==> src/rtl/debounce_pkg.sv <==
// debounce_pkg: shared state encoding and default sizing for the input debouncer.
package debounce_pkg;
  localparam int STABLE_CYCLES_DEF = 4;
  localparam int CNT_W_DEF = 4;
  typedef enum logic [1:0] {S_LOW, CHK_HIGH, S_HIGH, CHK_LOW} state_t;
endpackage

==> src/rtl/sync_2ff.sv <==
// sync_2ff: two-flop synchronizer for an asynchronous level, cleared to 0 on reset.
module sync_2ff (
  input  logic clk,
  input  logic reset_n,
  input  logic d,
  output logic q
);
  logic meta;
  always_ff @(posedge clk or negedge reset_n)
    if (!reset_n) {q, meta} <= 2'b00;
    else {q, meta} <= {meta, d};
endmodule

==> src/rtl/input_debouncer.sv <==
// input_debouncer: synchronizes a raw level and accepts a change only after STABLE_CYCLES
// consecutive qualified cycles, with registered level, edge pulses and busy flag.
module input_debouncer
  import debounce_pkg::*;
#(
  parameter int STABLE_CYCLES = STABLE_CYCLES_DEF,
  parameter int CNT_W = CNT_W_DEF
) (
  input  logic clk,
  input  logic reset_n,
  input  logic din,
  input  logic enable,
  output logic dout,
  output logic rise,
  output logic fall,
  output logic busy
);
  localparam logic [CNT_W-1:0] LAST = CNT_W'(STABLE_CYCLES - 1);
  generate
    if (STABLE_CYCLES < 2 || STABLE_CYCLES > (2 ** CNT_W) - 1) begin : g_bad_cfg
      $error("input_debouncer: STABLE_CYCLES out of range for CNT_W");
    end
  endgenerate
  logic s;
  state_t state;
  logic [CNT_W-1:0] cnt;
  sync_2ff u_sync (
    .clk(clk),
    .reset_n(reset_n),
    .d(din),
    .q(s)
  );
  // dout and busy are registered alongside state so no output depends on din combinationally
  always_ff @(posedge clk or negedge reset_n)
    if (!reset_n) begin
      state <= S_LOW;
      cnt <= '0;
      dout <= 1'b0;
      rise <= 1'b0;
      fall <= 1'b0;
      busy <= 1'b0;
    end else begin
      rise <= 1'b0;
      fall <= 1'b0;
      case (state)
        S_LOW:
          if (s && enable) begin
            state <= CHK_HIGH;
            cnt <= CNT_W'(1);
            busy <= 1'b1;
          end else cnt <= '0;
        CHK_HIGH:
          if (!enable || !s) begin
            state <= S_LOW;
            cnt <= '0;
            busy <= 1'b0;
          end else if (cnt == LAST) begin
            state <= S_HIGH;
            cnt <= '0;
            busy <= 1'b0;
            dout <= 1'b1;
            rise <= 1'b1;
          end else cnt <= cnt + 1'b1;
        S_HIGH:
          if (!s && enable) begin
            state <= CHK_LOW;
            cnt <= CNT_W'(1);
            busy <= 1'b1;
          end else cnt <= '0;
        CHK_LOW:
          if (!enable || s) begin
            state <= S_HIGH;
            cnt <= '0;
            busy <= 1'b0;
          end else if (cnt == LAST) begin
            state <= S_LOW;
            cnt <= '0;
            busy <= 1'b0;
            dout <= 1'b0;
            fall <= 1'b1;
          end else cnt <= cnt + 1'b1;
        default: begin
          state <= S_LOW;
          cnt <= '0;
          dout <= 1'b0;
          busy <= 1'b0;
        end
      endcase
    end
endmodule

==> config.mk <==
export PLATFORM = sky130hd
export DESIGN_NAME = input_debouncer
export DESIGN_NICKNAME = d
export VERILOG_FILES = /design/src/rtl/debounce_pkg.sv /design/src/rtl/sync_2ff.sv /design/src/rtl/input_debouncer.sv
export SDC_FILE = /design/constraint.sdc
export NUM_CORES = 1
export LEC_CHECK = 0
export CELL_PAD_IN_SITES_DETAIL_PLACEMENT = 0
export CELL_PAD_IN_SITES_GLOBAL_PLACEMENT = 1
export CORE_AREA = 5 5 42 44
export DETAILED_ROUTE_END_ITERATION = 6
export DIE_AREA = 0 0 47 49
export PLACE_DENSITY_LB_ADDON = 0.1
export SKIP_CTS_REPAIR_TIMING = 1
export SKIP_LAST_GASP = 1
export SLEW_MARGIN = 10
export SYNTH_ARGS = -nofsm -noshare
export SYNTH_HDL_FRONTEND = slang
export SYNTH_SLANG_ARGS = --single-unit
==> constraint.sdc <==
create_clock -name clk -period 3.1 [get_ports clk]
set_clock_uncertainty 0.1 [all_clocks]
set_input_delay 0.465 -clock clk [delete_from_list [all_inputs] [get_ports clk]]
set_output_delay 0.465 -clock clk [all_outputs]
set_load 0.02 [all_outputs]
# After elaboration in Yosys (flattened, before gate mapping)
# Cells that the tools add are included.
# word_totals
regBits	12
input_bits	4
out_inout_bits	4
elab_cells	61
# classes
add_sub_neg	1
n_eq_ne	12
n_mux	29
n_reduce_logical	11
# ops
op	n
1-bit 2-to-1 mux	16
4-bit one-hot mux with 4 select lines	1
2-bit 2-to-1 mux	6
4-bit 2-to-1 mux	3
2-bit != test (second input constant)	6
2-bit one-hot mux with 4 select lines	1
3-bit != test (second input constant)	2
5-bit AND reduction	1
4-bit by 1-bit adder with 4-bit output (second input constant)	1
2-bit equality test (second input constant)	2
4-bit by 2-bit equality test with 1-bit output (second input constant)	1
1-bit one-hot mux with 4 select lines	1
4-bit AND reduction	1
2-bit by 1-bit equality test with 1-bit output (second input constant)	1
1-bit logical AND	2
1-bit zero test	2
2-bit zero test	1
1-bit logical OR	2
1-bit one-hot mux with 2 select lines	1
2-bit AND reduction	1
2-bit nonzero test	1

# Logic depth before layout (Yosys ltp)
# depth
word_depth	4
mapped_depth	4

# Hierarchy
# A second synthesis with hierarchy kept.
# hier_totals
hier_cells	43
area_unflattened_um2	501.7
# modules_own_cells
mod	n_inst	cells_each	area_per_inst_um2
input_debouncer	1	41	451.7
sync_2ff	1	2	50.0

# Worst setup path after synthesis
# No wires, ideal clock.
# synth_timing
kind	register to register
start	register cnt[0]
end	register dout
arrival_ns	1.249
t_required_ns	2.879
setup_slack_ns	1.629
stages_incl_launch_ff	5
n_path_buf	0
period_less_slack_ns	1.471
path_cell_list	dfrtp_1 ha_1 or3b_4 o21a_1 o22a_1
# synth_between
elab_chain_len	3
elab_cells_between_ends	4
# synth_rtl
element	line_no	rtl
from (decl)	input_debouncer.sv:26	logic [CNT_W-1:0] cnt;
from (signal assigned)	input_debouncer.sv:63	end else cnt <= cnt + 1'b1;
from (signal assigned)	input_debouncer.sv:81	end else cnt <= cnt + 1'b1;
4-bit by 2-bit equality test with 1-bit output *	input_debouncer.sv:57, input_debouncer.sv:75	
2-bit != test (no source line)	n/a	
5-bit AND reduction (no source line) *	n/a	
to (signal assigned)	input_debouncer.sv:61	dout <= 1'b1;
to (signal assigned)	input_debouncer.sv:79	dout <= 1'b0;
to (signal assigned)	input_debouncer.sv:85	dout <= 1'b0;
to (decl)	input_debouncer.sv:13	output logic dout,
# Mark *: on every way between the ends. The rest lies on a longest branch, timed or not.
# A chain may end at the register's enable or synchronous reset.

# Final worst setup path
# layout_timing
start	register dout
end	output port dout
# layout_rtl
element	line_no	rtl
from (signal assigned)	input_debouncer.sv:38	dout <= 1'b0;
from (signal assigned)	input_debouncer.sv:61	
from (signal assigned)	input_debouncer.sv:79	
# No word-level cell between the ends.

==> impl_metrics.ini <==
[run_status]
status = completed

[worst_setup_path]
slowest_stage = clkdlybuf4s50_1
crit_path_end_kind = output port
cp.required_ps = 2530
rr_endpoint = state[1]
crit_family = buffers and inverters
rr_startpoint = cnt[0]
critPathLaunchType = register
ff2ff_setup_slack_ps = 1500
criticalPathCategory = register to output port
cp_cell_sequence = clkdlybuf4s50_1
cp.arrival_ps = 1260
max_stage_delay_ps = 620
crit_fanout = 3
ff2ff_path_depth = 4
cp_num_buf_inv = 1

[grt]
grt_pass1_vias = 357
grt-ovfl-total = 0
grt_max_degree = 13
antenna_found_initial = 0
grt_usage = 0.0912
grt_pass1_wl_mm = 1.49

[logic_synthesis]
postSynthCellCount = 43
synthMostInstantiatedCell = dfrtp_1
synth_fp_nets = 48
ys_seq_area_frac = 0.599
yosys.area.top_type = dfrtp_1
synth_area_um2 = 502
synth_top_area_share = 0.599
synth_edf_count = 0
synth-main-ff-cell = dfrtp_1
async_flop_share = 1.00
synth-seq-cells = 12
yosys_warnings = 0
syn_avg_cell_area_um2 = 11.7
synth_cell_types = 20
synth_common_cells = 12 x dfrtp_1, 4 x nand3_1, 3 x inv_1, 3 x nor2_1
synth_area_leaders = dfrtp_1 60%, nand3_1 4.0%, xor2_1 3.5%, buf_8 3.0%, o21a_1 3.0%

[finish]
final_core_utilization = 0.428
antenna_cells = 0
nets = 59
final_area_um2 = 599
n_fill_cell = 156
area_growth_pct = 19.5
multi_input_area_um2 = 175
drive_gt1_frac = 0.0962
register_area_um2 = 300

[floorplanning]
start_util = 0.358
core_area_mm2 = 0.00140
die_y_um = 49
io_pins = 8
die-area_mm2 = 0.00230
die_w_um = 47
row_count = 14

[timing]
worst_pin_slew_ps = 517
hold_violations = 0
max-slew-margin-rel = 0.654
fin_crit_ps = 1820
maxSlewViolCount = 0
finalSetupViolations = 0
fin_crit_sh = 0.587
fin_tns_setup_ps = 0
fmax_mhz = 549
hold_ws_ps = 255
rsz0062_at_grt = no

[min_path]
whs_path_depth = 0
worstHoldStart = u_sync.meta
holdPathEnd = u_sync.q
hold_path.class = register to register

[clock_network]
htreeDepth = 1
cts.sinks = 12
cts_tree = done
cts_buffers = 3
cts_root_buf = clkbuf_4
clkLatencyLatePin_ps = 260
clockBufferDepth = 2
cts.reportedPaths.clkPinSlew_ps = 70

[route]
wirelength_um = 828
wl_met3_um = 21
wirelength_met1_um = 364
viasPerCell = 4.88
dr.pass1.iters = 2
routedWlPerCell_um = 12.2
ant_nets = 0
dr_wl_met2_um = 442
drt_iter0_markers = 8
top_layer = met3
vias = 332
drc = 0

[placed_design]
place_hpwl_um = 657
globalplace.congestion = 0.783
dpl_cell_area_um2 = 577
portBuffers = 7

[pwr]
ir_drop_v = 0.000174
p_per_area_mw_per_mm2 = 457
p_leak_nw = 0.274

[job]
cap_violations = 0
-- routing by layer --
layer,track usage,vias to the layer above
met1,0.0979,161
met3,0.0332,0
met4,0.0553,0
met2,0.145,3
li1,-,168
met5,0,-
-- sequential cells by signal, summed over array words and instances (netlist names) --
register / cells
u_sync.meta: 1
fall: 1
rise: 1
cnt: 4
dout: 1
busy: 1
state: 2
u_sync.q: 1
-- through the flow --
| stage | std cells | setup WS, ps | power, mW |
|---|---|---|---|
| floorplan | 43 | 1630 | 0.179 |
| global placement | 65 | 1420 | 0.189 |
| detailed placement | 65 | 1390 | 0.190 |
| CTS | 68 | 1280 | 0.280 |
| global route | 68 | 1220 | 0.291 |
| finish | 68 | 1280 | 0.274 |
-- how the worst max path moves through the flow --
stage / startpoint / cells past startpoint / slack, ps / end
2_1_floorplan: cnt[0] / 4 / 1630 / dout
3_3_place_gp: enable / 4 / 1420 / dout
3_5_place_dp: enable / 4 / 1390 / dout
4_1_cts: dout / 1 / 1280 / dout
5_1_grt: dout / 1 / 1220 / dout
6_report: dout / 1 / 1280 / dout
-- cell type report --
class	count	area share
Tap cell	16	0.0334
Sequential cell	12	0.501
Timing Repair Buffer	7	0.117
Clock buffer	3	0.0376
Inverter	3	0.0188
Multi-Input combinational cell	27	0.292
-- placed cells by master, fill, tap and decap left out, types with 2 or more instances in the layout --
| cell | synthesis | layout |
|---|---|---|
| xor2_1 | 2 | 2 |
| nand3_1 | 4 | 4 |
| dfrtp_1 | 12 | 12 |
| nand2_1 | 2 | 2 |
| o21a_1 | 2 | 2 |
| inv_1 | 3 | 3 |
| clkbuf_4 | 0 | 3 |
| clkdlybuf4s50_1 | 0 | 7 |
| nor3_1 | 2 | 2 |
| a21oi_1 | 2 | 2 |
| nor2_1 | 3 | 3 |
-- kinds of logic (layout without fill, tap and decap cells) --
kind of cell             count (synthesis)  after routing  synth area share
adder cells (fa/ha/maj)                  1              1            0.0249
flip-flops                              12             12             0.599
multiplexers                             1              1            0.0224
AND/OR/NAND/NOR                         16             16             0.175
buffers and inverters                    4             13            0.0524
XOR/XNOR                                 2              2            0.0349
AO/OA/AOI/OAI                            7              7            0.0923
-- power by group --
group / switching (mW) / internal, mW / total [mW] / leakage (nW)
Clock: 0.0424 / 0.0447 / 0.0871 / 0.0138
Sequential: 0.00460 / 0.161 / 0.166 / 0.158
Combinational: 0.0109 / 0.00980 / 0.0207 / 0.102
Total: 0.0579 / 0.216 / 0.274 / 0.274
No activity file was read; power rests on OpenSTA's default activity.
